**config.mk**
```make
export PLATFORM = sky130hd
export DESIGN_NAME = mul_div_unit
export DESIGN_NICKNAME = d
export VERILOG_FILES = /design/src/rtl/mul_div_unit.sv
export SDC_FILE = /design/constraint.sdc
export NUM_CORES = 1
export LEC_CHECK = 0
export CAP_MARGIN = 10
export CORE_ASPECT_RATIO = 0.9
export CORE_UTILIZATION = 55
export CTS_BUF_LIST = sky130_fd_sc_hd__clkbuf_8
export DETAILED_ROUTE_END_ITERATION = 7
export GPL_TIMING_DRIVEN = 1
export PLACE_DENSITY = 0.74
export SLEW_MARGIN = 10
export SYNTH_ARGS = -nofsm -noshare
export SYNTH_HDL_FRONTEND = slang
export SYNTH_SLANG_ARGS = --single-unit
```
**constraint.sdc**
```tcl
create_clock -name clk -period 4.5 [get_ports clk]
set_input_delay 0.675 -clock clk [delete_from_list [all_inputs] [get_ports clk]]
set_output_delay 0.675 -clock clk [all_outputs]
set_load 0.01 [all_outputs]
```
**src/rtl/mul_div_unit.sv**
```systemverilog
// mul_div_unit: multi-cycle signed/unsigned multiply/divide with architectural HI/LO registers
module mul_div_unit #(
    parameter int WIDTH = 32
) (
    input  logic             clk,
    input  logic             reset,
    input  logic             start,
    input  logic [2:0]       op,
    input  logic [WIDTH-1:0] a,
    input  logic [WIDTH-1:0] b,
    output logic             busy,
    output logic             done,
    output logic             divzero,
    output logic [WIDTH-1:0] hi,
    output logic [WIDTH-1:0] lo
);
    localparam int CW = $clog2(WIDTH + 1);
    typedef enum logic [1:0] {IDLE, MUL, DIV, FIX} state_t;
    state_t             state_q;
    logic [CW-1:0]      cnt_q;
    logic [2*WIDTH-1:0] acc_q, acc_d, prod;
    logic [WIDTH-1:0]   mag_q, a_q, hi_q, lo_q, a_mag, b_mag, quo, rem, fix_hi, fix_lo;
    logic [WIDTH:0]     mul_sum, div_sh, div_diff;
    logic               is_div_q, neg_q, rneg_q, bzero_q, done_q, divzero_q, a_neg, b_neg;
    assign busy    = state_q != IDLE;
    assign done    = done_q;
    assign divzero = divzero_q;
    assign hi      = hi_q;
    assign lo      = lo_q;
    // operand magnitudes, one shift-add / restoring-divide step, and sign-corrected results
    always_comb begin
        a_neg    = ~op[0] & a[WIDTH-1];
        b_neg    = ~op[0] & b[WIDTH-1];
        a_mag    = a_neg ? -a : a;
        b_mag    = b_neg ? -b : b;
        mul_sum  = {1'b0, acc_q[2*WIDTH-1:WIDTH]} + (acc_q[0] ? {1'b0, mag_q} : '0);
        div_sh   = {acc_q[2*WIDTH-1:WIDTH], acc_q[WIDTH-1]};
        div_diff = div_sh - {1'b0, mag_q};
        acc_d    = state_q == MUL ? {mul_sum, acc_q[WIDTH-1:1]} :
                   div_diff[WIDTH] ? {div_sh[WIDTH-1:0], acc_q[WIDTH-2:0], 1'b0} :
                                     {div_diff[WIDTH-1:0], acc_q[WIDTH-2:0], 1'b1};
        prod     = neg_q ? -acc_q : acc_q;
        quo      = neg_q ? -acc_q[WIDTH-1:0] : acc_q[WIDTH-1:0];
        rem      = rneg_q ? -acc_q[2*WIDTH-1:WIDTH] : acc_q[2*WIDTH-1:WIDTH];
        fix_hi   = !is_div_q ? prod[2*WIDTH-1:WIDTH] : bzero_q ? a_q : rem;
        fix_lo   = !is_div_q ? prod[WIDTH-1:0] : bzero_q ? '1 : quo;
    end
    // control FSM: accept, iterate WIDTH times, commit HI/LO in FIX
    always_ff @(posedge clk or negedge reset) begin
        if (!reset) begin
            state_q   <= IDLE;
            cnt_q     <= '0;
            acc_q     <= '0;
            mag_q     <= '0;
            a_q       <= '0;
            is_div_q  <= 1'b0;
            neg_q     <= 1'b0;
            rneg_q    <= 1'b0;
            bzero_q   <= 1'b0;
            done_q    <= 1'b0;
            divzero_q <= 1'b0;
            hi_q      <= '0;
            lo_q      <= '0;
        end else begin
            done_q <= 1'b0;
            case (state_q)
                IDLE: if (start) begin
                    if (op[2:1] == 2'b10) begin
                        if (op[0]) lo_q <= a;
                        else hi_q <= a;
                        done_q <= 1'b1;
                    end else if (!op[2]) begin
                        state_q  <= op[1] ? DIV : MUL;
                        is_div_q <= op[1];
                        cnt_q    <= CW'(WIDTH);
                        a_q      <= a;
                        bzero_q  <= b == '0;
                        neg_q    <= a_neg ^ b_neg;
                        rneg_q   <= a_neg;
                        mag_q    <= op[1] ? b_mag : a_mag;
                        acc_q    <= {{WIDTH{1'b0}}, op[1] ? a_mag : b_mag};
                    end
                end
                MUL, DIV: begin
                    acc_q <= acc_d;
                    cnt_q <= cnt_q - 1'b1;
                    if (cnt_q == CW'(1)) state_q <= FIX;
                end
                FIX: begin
                    hi_q    <= fix_hi;
                    lo_q    <= fix_lo;
                    if (is_div_q) divzero_q <= bzero_q;
                    done_q  <= 1'b1;
                    state_q <= IDLE;
                end
                default: state_q <= IDLE;
            endcase
        end
    end
endmodule

```
==> results.txt, run 1 <==
Setup repair after global routing left no endpoint under its margin. The count of pins over their slew limit came out at 0. The tool flagged a number of max-cap violations equal to 0.

Of all flip-flops after synthesis, the portion carrying an async set or reset was 100%. The count of boundary I/O pins came out at 137. The first-pass GRT wire length is 99300 um. The part of the total power dissipated in combinational logic came out at 65.2%. The portion of netlist area occupied by mux cells came out at 4.06%. The number of antenna violations at the first check in global routing is 2. The setup slack on the worst flop-to-flop path is 0.57 ns. The min-delay analysis places its worst path in the category input pin to async pin. In the final routed layout, each cell accounts on average for 23.4 um. The analysis attributes to cell leakage a power of 8.38 nW. The worst-case hold slack came out at 0.104 ns. The setup slack after layout came out at 0.571 ns. Of the cells placed in the final design, the portion with a size suffix greater than 1 is 7.68%. The run finished with clean final reports. STA classifies the critical path endpoint as a register. In the final design database the tool counted 2512 nets. The maximum number of pins on one net before global-route repair came out at 99. The startpoint identified for the worst register-to-register timing path is acc_q[32]. For this design, the CTS-stage hold fixing added 0 buffers.

The number of unique standard cell types used by synthesis came out at 75. The number of enable-type register cells in the synthesized netlist came out at 0. The critical path is of the register to register type. The cell with the most instances after synthesis is sky130_fd_sc_hd__nand2_1. After synthesis, the largest family of logic cells by area is compound AO/OA/AOI/OAI gates. Data on the critical path arrives at its endpoint at 4.42 ns. The clock network burns 11.5% of the power. The antenna violation net count after detailed routing came out at 0. The synthesized netlist occupies a cell area of 17300 um^2. The y dimension of the die came out at 170 um.

The number of sinks on the clock net is 206. In the routed layout, each cell is associated on average with a via count of 6.52. The share of the yosys chip area belonging to registers came out at 29.8%. The final critical-path required period came out at 3.93 ns. The area share of the largest cell type after synthesis came out at 29.8%.

By count the netlist is led by sky130_fd_sc_hd__nand2_1, sky130_fd_sc_hd__o21ai_0, sky130_fd_sc_hd__a21oi_1. The number of warnings printed during yosys synthesis is 0. The upper clock frequency limit is 0.255 GHz.

The detailed-router iteration count before antenna repair is 8. The cell sitting at the root of the clock tree is a sky130_fd_sc_hd__clkbuf_8. In this run the cell area measured after placement is 19100 um^2. The post-CTS setup-driven buffer insertion count came out at 0. The total nets after synthesis is 2427. The overall power consumption is 16.7 mW.

After clock tree synthesis, the clock-pin slew on the worst setup and hold paths is 0.07 ns. The power density over the cells came out at 839 nW/um^2. Walking the worst path, the cells encountered are inv_1, fa_1, nand2b_1, a21oi_1, o21bai_1, a21oi_1, o31ai_1, buf_4, o211ai_1, xor2_4, buf_12, mux2i_1, o22ai_1, a21o_1. In this run, post-CTS repair resized a total of 0 instances. The number of core rows came out at 61. In the synthesized netlist the dominant register cell turns out to be sky130_fd_sc_hd__dfrtp_1. After Yosys synthesis, and, or, nand and nor cells account for 20.6% of the synthesized area. The fraction of power spent switching nets is 51.4%.

Summing all non-filler instances in the final layout gives an area of 19900 um^2. The final setup skew came out at 0.0572 ns. The worst reg2reg path depth is 14. The total internal power came out at 8.12 mW. The number of buffers on the longest clock path came out at 3.

STA classifies the critical path startpoint as a register. Sequential cells burn 23.3% of the power. The cell count after synthesis came out at 2282. On the critical path, the stage with the largest delay is an instance of sky130_fd_sc_hd__dfrtp_1. The switching power summed over all nets came out at 8.60 mW. The filler-free cell count of the finished design is 2805. The adder-cell share of the synthesized area came out at 5.51%. The average instance in the mapped netlist occupies 7.58 um^2. For this run, the total global-route usage over all layers was measured as 40.4%.

The critical-path maximum fanout is 41. VDD sags by at most 0.000439 V. The end-of-flow core utilization came out at 64.5%. In this run the critical register-to-register path is captured at acc_q[58].

The sum of routed wire length over all layers came out at 65700 um. The post-route setup TNS came out at 0 ns. The area added between synthesis and finish came out at 15.2%. By instance count, the cell type seen most on the critical path is sky130_fd_sc_hd__a21oi_1. In this run the tool buffered the top-level ports with 136 buffer cells. The cell type with the highest aggregate area in the netlist is sky130_fd_sc_hd__dfrtp_1. The share of the clock period used by the worst path after layout came out at 87.3%. The number of fill cells in the layout is 2715. In this run, the number of DRC markers left after iteration 0 of detailed routing was 2054. The number of global-route vias before repair is 16900. The area enclosed by the die boundary came out at 32200 um^2. The width of the die came out at 189 um.

The register bit count reported by yosys came out at 206. The overflow left after global routing is 0. The number of placed instances, taps included, is 2736. The final setup violation count is 0. The DRC violation count after routing came out at 0. Yosys attributes the largest share of cell area to sky130_fd_sc_hd__dfrtp_1, sky130_fd_sc_hd__nand2_1, sky130_fd_sc_hd__o21ai_0, sky130_fd_sc_hd__a21oi_1, sky130_fd_sc_hd__ha_1. The count of vias placed by the detailed router came out at 18300. The HPWL after detailed placement is 50000 um. Routability-driven placement finished with a final weighted congestion of 1.00. The XOR/XNOR share of the synthesized area is 8.61%. TritonCTS built the clock tree. The worst setup slack after placement came out at 0.621 ns. The H-tree was split into 2 levels.

The number of buffers created by CTS came out at 38. The required time reported for the critical path endpoint is 4.99 ns. The biggest cell delay along the critical path came out at 0.60 ns. The final number of hold-violating endpoints was 0.

The floorplan step defined a core boundary enclosing 30900 um^2. The synthesized netlist devotes 26.4% of its cell area to compound gates. Measured against its own limit, the worst slew margin works out to 30.8%. The slew at the pin closest to its max-slew limit came out at 1.03 ns.

The clock latency of the later-clocked register in the worst-skew pair is 0.61 ns. The initial cell density of the core came out at 56.0%.
power by group through the flow:
| stage | clock [mW] | sequential (mW) | combinational (mW) |
|---|---|---|---|
| 5_1_grt | 2.01 | 3.98 | 11.9 |
| 3_3_place_gp | 0 | 3.84 | 10.5 |
| 2_1_floorplan | 0 | 3.49 | 7.44 |
| 4_1_cts | 1.93 | 3.84 | 10.7 |
| 3_5_place_dp | 0 | 3.87 | 10.6 |
| 6_report | 1.91 | 3.90 | 10.9 |
worst max-delay path: cells and delay by family, from the launching register on:
family	cells	cell delay (ns)
buffers and inverters	3	0.72
multiplexers	1	0.24
XOR/XNOR	1	0.19
flip-flops	1	0.60
adder cells (fa/ha/maj)	1	0.47
AND/OR/NAND/NOR	1	0.19
AO/OA/AOI/OAI	7	1.40
flip-flops by register name, summed over array words and instances (netlist names):
name,cells
a_q,32
hi,32
done,1
is_div_q,1
divzero,1
mag_q,32
lo,32
bzero_q,1
neg_q,1
state_q,2
cnt_q,6
rneg_q,1
acc_q,64
cells by family after synthesis:
| logic type | after synthesis |
|---|---|
| compound gates | 745 |
| xor+xnor | 170 |
| fa+ha+maj | 75 |
| buf+inv | 229 |
| flops | 206 |
| mux | 67 |
| simple gates | 790 |
final cells by class:
cell class              count  area [um^2]  share of cell area [%]
inverters                  73          274                    1.38
clock inverters            20          120                   0.603
multi-input cells        1847        11300                    56.9
diodes                      1         2.50                  0.0126
flip-flops and latches    206         5160                    25.9
well taps                 409          512                    2.57
clock buffers              48          661                    3.32
repair buffers            201         1870                    9.40
worst max-delay path by stage:
| stage | from | endpoint | slack, ns |
|---|---|---|---|
| 6_report | acc_q[32] | acc_q[58] | 0.57 |
| 5_1_grt | acc_q[32] | acc_q[55] | 0.37 |
| 4_1_cts | acc_q[32] | acc_q[55] | 0.62 |
| 3_5_place_dp | a[0] | mag_q[26] | 0.62 |
| 3_3_place_gp | a[0] | mag_q[26] | 0.62 |
| 2_1_floorplan | acc_q[31] | acc_q[32] | 1.13 |
routing by layer:
| metal | vias to the layer above | GRT usage (%) | wire length [um] |
|---|---|---|---|
| li1 | 8332 | - | - |
| met1 | 8749 | 55.2 | 27300 |
| met2 | 1036 | 59.6 | 28100 |
| met3 | 181 | 10.4 | 7510 |
| met4 | 0 | 18.3 | 2850 |
| met5 | - | 0 | 0 |
placed cells by master (no fill, tap or decap), drive strengths merged, types with 8 or more instances in the layout:
| cell | count |
|---|---|
| buf | 66 |
| inv | 85 |
| a22oi | 20 |
| xor2 | 67 |
| a31oi | 12 |
| mux2i | 42 |
| a221oi | 13 |
| nand3 | 54 |
| and3 | 8 |
| nor2 | 212 |
| nand2b | 24 |
| nor2b | 12 |
| a21o | 35 |
| nor3 | 37 |
| clkdlybuf4s50 | 134 |
| o31a | 8 |
| nand4 | 20 |
| dfrtp | 206 |
| o211ai | 40 |
| and2 | 10 |
| clkbuf | 49 |
| o21a | 15 |
| o22ai | 38 |
| o41ai | 15 |
| a21oi | 218 |
| o221ai | 9 |
| ha | 73 |
| mux2 | 25 |
| xnor2 | 103 |
| nand2 | 341 |
| or4 | 12 |
| o21ai | 219 |
| nor4 | 17 |
| or3 | 26 |
| o21bai | 9 |
| a211oi | 28 |
| o31ai | 27 |
Note: power is estimated with default switching activity, not from simulation.
==> run 2: changes to the inputs <==
--- a/config.mk
+++ b/config.mk
@@ -10,7 +10,7 @@
 export CORE_UTILIZATION = 55
 export CTS_BUF_LIST = sky130_fd_sc_hd__clkbuf_8
 export DETAILED_ROUTE_END_ITERATION = 7
-export GPL_TIMING_DRIVEN = 1
+export GPL_TIMING_DRIVEN = 0
 export PLACE_DENSITY = 0.74
 export SLEW_MARGIN = 10
 export SYNTH_ARGS = -nofsm -noshare
==> results.txt, run 2 (same netlist as run 1, synthesis figures left out) <==
The number of antenna violations at the first check in global routing came out at 1 (-1). The post-detailed-route wirelength per cell came to 25.6 um (+9.2%). The top cell types in the final layout, fill and taps aside, are sky130_fd_sc_hd__nand2_1, sky130_fd_sc_hd__a21oi_1, sky130_fd_sc_hd__o21ai_0, sky130_fd_sc_hd__nor2_1, sky130_fd_sc_hd__dfrtp_1. The count of max-cap constraint violations came out at 0 (unchanged). The final number of hold-violating endpoints came out at 0 (unchanged). The slowest stage of the critical path is the sky130_fd_sc_hd__clkbuf_1 cell. The slew at the pin closest to its max-slew limit came to 1.32 ns (+0.296 ns). The worst register-to-register path begins at acc_q[0]. The violation count after the first detailed-route iteration is 2754 (+34%). The total routing usage reported by global routing is 45.4% (+5.0 points). The area added between synthesis and finish is 15.0%. The post-cts hold buffer count is 0 (unchanged). The root buffer cell chosen for the clock tree is sky130_fd_sc_hd__clkbuf_8. The y dimension of the die is 170 um (unchanged).

The maximum number of pins on one net before global-route repair came out at 111 (+12%). The flow ran to the end, and the final reports show no timing, DRC or antenna violations. The worst hold path belongs to the class input pin to async pin. The share of the clock period used by the worst path after layout is 96.4% (+9.1 points). The detailed-router iteration count before antenna repair is 6 (-2). The endpoint identified for the worst register-to-register timing path is hi[6]. The count of boundary I/O pins came out at 137 (unchanged).

The area enclosed by the die boundary is 32200 um^2 (unchanged). The cell class contributing the biggest share of worst-path delay is compound AO/OA/AOI/OAI gates. The number of buffers on the longest clock path came out at 3 (unchanged). The share of cells above drive strength 1 was 5.25% (-2.4 points). The biggest cell delay along the critical path came out at 0.76 ns (+0.16 ns). Walking the worst path, the cells encountered are clkinvlp_4, clkbuf_1, ha_1, nand2_1, o31a_1, a21oi_1, nand2_1, o21ai_0, nand2_1, o2111ai_1, o21ai_0, a21oi_1. Among the stages of the critical path, the cell type that occurs most often is sky130_fd_sc_hd__nand2_1. The count of pins over their slew limit came to 0 (unchanged). The required time reported for the critical path endpoint is 5.00 ns (about the same). The HPWL after detailed placement was 57400 um (+15%). Setup repair after global routing left no endpoint under its margin. The number of buffers created by CTS came out at 39 (+2.6%). The width of the die came out at 189 um (unchanged). The overall power consumption came out at 17.3 mW (+3.5%). The H-tree depth reported by CTS is 2 (unchanged). The initial cell density of the core came out at 56.0% (unchanged). The overflow left after global routing came out at 0 (unchanged). The antenna violation net count after detailed routing was 0 (unchanged). The final setup skew was 0.0496 ns (-0.00754 ns).

The sum of buffers and inverters on the critical path came out at 2 (-1). The setup slack on the worst flop-to-flop path is 0.16 ns (-0.41 ns). The worst reg2reg path depth is 12 (-2). The critical path data arrival time is 4.83 ns (+0.41 ns). The power density over the cells is 870 nW/um^2 (+3.7%). The routability-driven placement congestion ratio came to 1.01 (+1.3%).

The upper clock frequency limit is 0.231 GHz (-9.4%). Leaving out fill and tap cells, the most frequent cell in the layout is sky130_fd_sc_hd__nand2_1. The critical-path maximum fanout came to 14 (-66%). The worst slew margin relative to its limit came out at 11.9% (-19 points). The worst-case hold slack is 0.0827 ns (-0.0209 ns).

The core outline area is 30900 um^2 (unchanged). The number of global-route vias before repair came out at 18300 (+7.7%). The sum of routed wire length over all layers is 73800 um (+12%). The critical path class is register to register.

The standby leakage power came to 8.24 nW (-1.7%). The number of flip-flops under the largest register name is 64 (unchanged). The average via count per standard cell was 6.82 (+4.5%). The clock latency of the later-clocked register in the worst-skew pair was 0.60 ns (about the same). The CTS tree is yes.

The first-pass GRT wire length is 110000 um (+11%). The count of vias placed by the detailed router came out at 19700 (+7.5%). The final setup violation count is 0 (unchanged). The number of sinks on the clock net came out at 206 (unchanged). The worst supply voltage drop on vdd came out at 0.000685 V (+56%). STA classifies the critical path endpoint as a register.

The number of nets in the final layout was 2595 (+3.3%). The DRC violation count after routing is 0 (unchanged). The quantity of I/O buffers inserted on ports is 127 (-6.6%). The final critical-path required period is 4.34 ns (+0.408 ns). STA classifies the critical path startpoint as a register. The clock input transition at the sequential cells of the worst setup and hold paths is 0.07 ns (about the same). The number of core rows was 61 (unchanged).

Counting flops per register, the top entry is acc_q.
## run 2: how the worst max path moves through the flow
stage / slack, ns / cells after the start / to / startpoint
global placement: -6.15 / 1 / lo[0] / reset
global route: 0.009 / 14 / acc_q[60] / acc_q[0]
detailed placement: -0.46 / 14 / acc_q[60] / acc_q[0]
CTS: 0.12 / 14 / acc_q[32] / acc_q[32]
floorplan: 1.13 / 16 / acc_q[32] / acc_q[31]
finish: 0.16 / 12 / hi[6] / acc_q[0]
## run 2: metal layers
metal	vias up	GRT usage, %	wire [um]
met3	305	13.6	9650
met5	-	0	0
li1	8495	-	-
met4	0	24.3	4290
met2	1452	65.4	30600
met1	9413	60.9	29200
## run 2: worst reg2reg max path, cell delays in order, from the launching register on
cell	delay, ns
sky130_fd_sc_hd__dfrtp_1	0.52
sky130_fd_sc_hd__clkinvlp_4	0.36
sky130_fd_sc_hd__clkbuf_1	0.77
sky130_fd_sc_hd__ha_1	0.36
sky130_fd_sc_hd__nand2_1	0.18
sky130_fd_sc_hd__o31a_1	0.45
sky130_fd_sc_hd__a21oi_1	0.48
sky130_fd_sc_hd__nand2_1	0.16
sky130_fd_sc_hd__o21ai_0	0.19
sky130_fd_sc_hd__nand2_1	0.09
sky130_fd_sc_hd__o2111ai_1	0.34
sky130_fd_sc_hd__o21ai_0	0.22
sky130_fd_sc_hd__a21oi_1	0.18
## run 2: report_power, final
part	switching [mW]	leakage, nW	internal [mW]
clock network	0.896	0.424	0.976
registers	0.978	2.50	2.78
logic	7.43	5.31	4.25
total	9.30	8.24	8.00
## run 2: stage by stage
stage	std cells	area, um^2	TNS (ns)	worst slack [ns]	util, %
after floorplan	2282	17300	0	1.13	-
after global routing	2883	19900	0	0.00861	64.4
final	2885	19900	0	0.163	64.4
after detailed placement	2819	19100	-2.68	-0.461	61.8
after global placement	2818	19100	-1262.01	-6.15	61.7
after CTS	2882	19900	0	0.122	64.3
## run 2: cell type report
class,count,area [um^2]
Multi-Input combinational cell,1847,11300
Tap cell,409,512
Timing Repair Buffer,129,1310
Antenna cell,2,5.00
Fill cell,2751,11000
Inverter,73,278
Clock buffer,49,674
Clock inverter,16,75.1
Buffer,154,603
Sequential cell,206,5160
## run 2: repair_timing
item / in CTS / in global routing
setup endpoints to repair: 13 / 9
buffers inserted: 0 / 1
pin swaps: 0 / 1
gates resized for setup: 4 / 4
==> edit 1, RTL diff (config.mk and constraints of run 1) <==
The parameter `WIDTH` goes from 32 to 16.
--- a/src/rtl/mul_div_unit.sv
+++ b/src/rtl/mul_div_unit.sv
@@ -1,6 +1,6 @@
 // mul_div_unit: multi-cycle signed/unsigned multiply/divide with architectural HI/LO registers
 module mul_div_unit #(
-    parameter int WIDTH = 32
+    parameter int WIDTH = 16
 ) (
     input  logic             clk,
     input  logic             reset,
Interface: changed (resized a, b, hi and lo); port bits go from 137 to 73. No check against the original RTL was run, so the function may have changed too.
==> edit 1 against run 1 <==
Clock power is 64% lower; fmax is 14% higher; worst setup slack improved by 0.48 ns; total power fell by 55%; sequential cell count decreased by 97; area after synthesis is 49% lower; largest cell class unchanged; routed wire length fell by 62%; sequential power fell by 49%; design area shrank 51%; combinational power is 55% lower.
==> edit 1: results <==
# TYPE chip_impl_metric gauge
chip_impl_info{name="worst_setup_path_startpoint",value="acc_q[0]$_DFFE_PN0P_"} 1
chip_impl_metric{name="nonClockInverterCount",unit=""} 46
chip_impl_metric{name="final_core_utilization",unit="%"} 62.9
chip_impl_metric{name="skew",unit="ns"} 0.0149
chip_impl_metric{name="timing_worst_slew_pin_value",unit="ns"} 0.734
chip_impl_metric{name="largest_reg_flops",unit=""} 32
chip_impl_metric{name="num-multi-input-gates",unit=""} 846
chip_impl_metric{name="worstSkewPairLatency",unit="ns"} 0.40
chip_impl_metric{name="placedCellCount",unit=""} 1293
chip_impl_metric{name="share_of_post_route_cells_with_drive_strength_above_1",unit="%"} 7.50
chip_impl_metric{name="clk_transition_reported_paths",unit="ns"} 0.11
chip_impl_metric{name="p_comb",unit="mW"} 4.87
chip_impl_metric{name="layout.clock.cell_area_share",unit="%"} 2.27
chip_impl_metric{name="nFlopsAndLatches",unit=""} 109
chip_impl_info{name="run_status",value="completed"} 1
chip_impl_metric{name="portBuffers",unit=""} 72
chip_impl_metric{name="antenna_cells",unit=""} 0
chip_impl_metric{name="total_leakage_power",unit="nW"} 4.06
chip_impl_metric{name="synth_seq_area_share",unit="%"} 31.1
chip_impl_metric{name="avgSynthCellArea",unit="um^2"} 8.20
chip_impl_info{name="critical_path.slowest_cell",value="sky130_fd_sc_hd__o311ai_0"} 1
chip_impl_metric{name="yosys.cell_types.count",unit=""} 74
chip_impl_metric{name="fraction_of_area_in_multi_input_gates",unit="%"} 56.7
chip_impl_metric{name="pin_count_of_the_biggest_net_entering_global_routing",unit=""} 56
chip_impl_info{name="critPathCapture",value="acc_q[31]$_DFFE_PN0P_"} 1
chip_impl_info{name="synth_commonest_cells",value="121 x sky130_fd_sc_hd__nand2_1, 109 x sky130_fd_sc_hd__dfrtp_1, 104 x sky130_fd_sc_hd__o21ai_0, 95 x sky130_fd_sc_hd__a21oi_1, 92 x sky130_fd_sc_hd__nor2_1"} 1
chip_impl_metric{name="numCtsBuffers",unit=""} 9
chip_impl_info{name="synth_top_cells_by_area",value="sky130_fd_sc_hd__dfrtp_1 31%, sky130_fd_sc_hd__o21ai_0 5.9%, sky130_fd_sc_hd__ha_1 5.9%"} 1
chip_impl_metric{name="power.ir.vdd_worst",unit="mV"} 0.578
chip_impl_metric{name="rr_worst_depth",unit=""} 12
chip_impl_metric{name="worst_path_largest_cell_delay",unit="ns"} 0.64
edit 1: cell count changes in the layout (fill, tap and decap cells not counted), moves of 45 or more:
cell,delta
sky130_fd_sc_hd__o21ai_0,-114
sky130_fd_sc_hd__dfrtp_1,-96
sky130_fd_sc_hd__nor2_1,-117
sky130_fd_sc_hd__xnor2_1,-45
sky130_fd_sc_hd__a21oi_1,-122
sky130_fd_sc_hd__clkdlybuf4s50_1,-64
sky130_fd_sc_hd__nand2_1,-220
edit 1: cell families after synthesis:
kind of cell | after synthesis | synth area share (%)
AO/OA/AOI/OAI | 330 | 23.3
XOR/XNOR | 89 | 8.99
adder cells (fa/ha/maj) | 43 | 6.32
buffers and inverters | 113 | 5.83
flip-flops | 109 | 31.1
multiplexers | 53 | 6.46
AND/OR/NAND/NOR | 331 | 18.0
edit 1: per-layer routing:
layer	vias up	share of wire, %	track usage (%)
li1	3884	-	-
met1	3948	46	44.5
met2	298	46	50.3
met3	39	6.0	4.08
met4	0	1.7	8.85
met5	-	0	0
==> edit 2, RTL diff (settings of run 1) <==
Without the edit above. Encoding of `state_t`: now Gray code (2 bits for 4 states).
--- a/src/rtl/mul_div_unit.sv
+++ b/src/rtl/mul_div_unit.sv
@@ -15,7 +15,7 @@
     output logic [WIDTH-1:0] lo
 );
     localparam int CW = $clog2(WIDTH + 1);
-    typedef enum logic [1:0] {IDLE, MUL, DIV, FIX} state_t;
+    typedef enum logic [1:0] {IDLE = 2'b00, MUL = 2'b01, DIV = 2'b11, FIX = 2'b10} state_t;
     state_t             state_q;
     logic [CW-1:0]      cnt_q;
     logic [2*WIDTH-1:0] acc_q, acc_d, prod;
Function: same outputs for any inputs over 4 cycles, from zero or initial values and one cycle with reset low; so few cycles prove little.
==> edit 2 against run 1 <==
Routed wire length up 2.9%; synthesized cell count decreased by 3.7%; area after synthesis is 1.5% lower; sequential cell count unchanged; worst setup slack improved by 0.0061 ns; clock skew is 0.012 ns lower; total power up 0.20%; design area fell by 2.1%; critical endpoint unchanged; critical path type unchanged; core utilization grew 0.21 points.
==> edit 2: results <==
# TYPE chip_impl_metric gauge
chip_impl_metric{name="clock_buffers",unit=""} 43
chip_impl_metric{name="total_leakage_power",unit="nW"} 8.21
chip_impl_metric{name="layout.clock.cell_area_share",unit="%"} 3.37
chip_impl_metric{name="yosys.cell_types.count",unit=""} 78
chip_impl_metric{name="synth_seq_area_share",unit="%"} 30.2
chip_impl_metric{name="power.ir.vdd_worst",unit="mV"} 0.554
chip_impl_metric{name="final_design_area_no_fill",unit="mm^2"} 0.0195
chip_impl_metric{name="aggregate_global_route_resource_usage",unit="%"} 42.1
chip_impl_metric{name="hold_slack",unit="ns"} 0.173
chip_impl_metric{name="clock_power",unit="mW"} 1.71
chip_impl_info{name="run_status",value="completed"} 1
chip_impl_metric{name="antenna_cells",unit=""} 0
chip_impl_metric{name="final_net_count",unit=""} 2419
chip_impl_info{name="critical_path.reg2reg.startpoint",value="acc_q[0]$_DFFE_PN0P_"} 1
chip_impl_info{name="critical_path.slowest_cell",value="sky130_fd_sc_hd__a221oi_1"} 1
chip_impl_metric{name="worstPathArrival",unit="ns"} 4.37
chip_impl_metric{name="detailedRoute.firstIterationViolations",unit=""} 2388
chip_impl_metric{name="non_filler_cells_final",unit=""} 2696
chip_impl_metric{name="multiInputGateArea",unit="mm^2"} 0.0110
chip_impl_metric{name="pin_count_of_the_biggest_net_entering_global_routing",unit=""} 96
chip_impl_metric{name="placed_cell_area",unit="mm^2"} 0.0189
chip_impl_metric{name="signal_buffers",unit=""} 206
chip_impl_metric{name="seqAreaFraction",unit="%"} 26.4
chip_impl_metric{name="synthesized_netlist_cell_count",unit=""} 2198
chip_impl_metric{name="buffer_area_share",unit="%"} 9.85
chip_impl_metric{name="netlist_area",unit="mm^2"} 0.0170
chip_impl_metric{name="seq_power_share",unit="%"} 24.6
[edit 2: cell types whose count changed after synthesis, sizes merged, moves of 9 or more]
| cell | delta |
|---|---|
| nand3 | -15 |
| a21oi | -78 |
| and3 | +9 |
| mux2 | -16 |
| nor3 | +19 |
| nor2 | -54 |
| o221ai | +13 |
| nand2 | -32 |
| o21ai | +31 |
| clkbuf | +12 |
| xor2 | +10 |
| mux2i | +22 |
[edit 2: layer usage]
layer	wire length, um	vias to the layer above	track usage, %
li1	-	8103	-
met1	27300	8770	58.0
met2	28300	1274	62.1
met3	8530	236	10.2
met4	3520	0	20.0
met5	0	-	0
[edit 2: cell families (layout without fill, tap and decap cells)]
kind of cell,Yosys count,after routing,synth area share (%)
DFF,206,206,30.2
AOI/OAI and AO/OA,714,714,26.4
buffers and inverters,240,335,5.40
muxes,73,73,4.35
and+or+nand+nor,719,719,19.2
xor gates and xnor gates,174,174,8.94
adders and majority gates,72,72,5.37
[edit 2: how the worst max path moves through the flow]
stage                     startpoint                     to  slack [ns]  cells after the start
6_report        acc_q[0]$_DFFE_PN0P_  acc_q[58]$_DFFE_PN0P_        0.58                     14
5_1_grt         acc_q[0]$_DFFE_PN0P_  acc_q[58]$_DFFE_PN0P_        0.43                     14
2_1_floorplan  acc_q[31]$_DFFE_PN0P_  acc_q[61]$_DFFE_PN0P_        1.24                     14
4_1_cts         acc_q[0]$_DFFE_PN0P_  acc_q[58]$_DFFE_PN0P_        0.73                     14
3_5_place_dp                    b[3]  acc_q[25]$_DFFE_PN0P_        0.73                     10
3_3_place_gp                    a[5]  acc_q[30]$_DFFE_PN0P_        0.82                     10
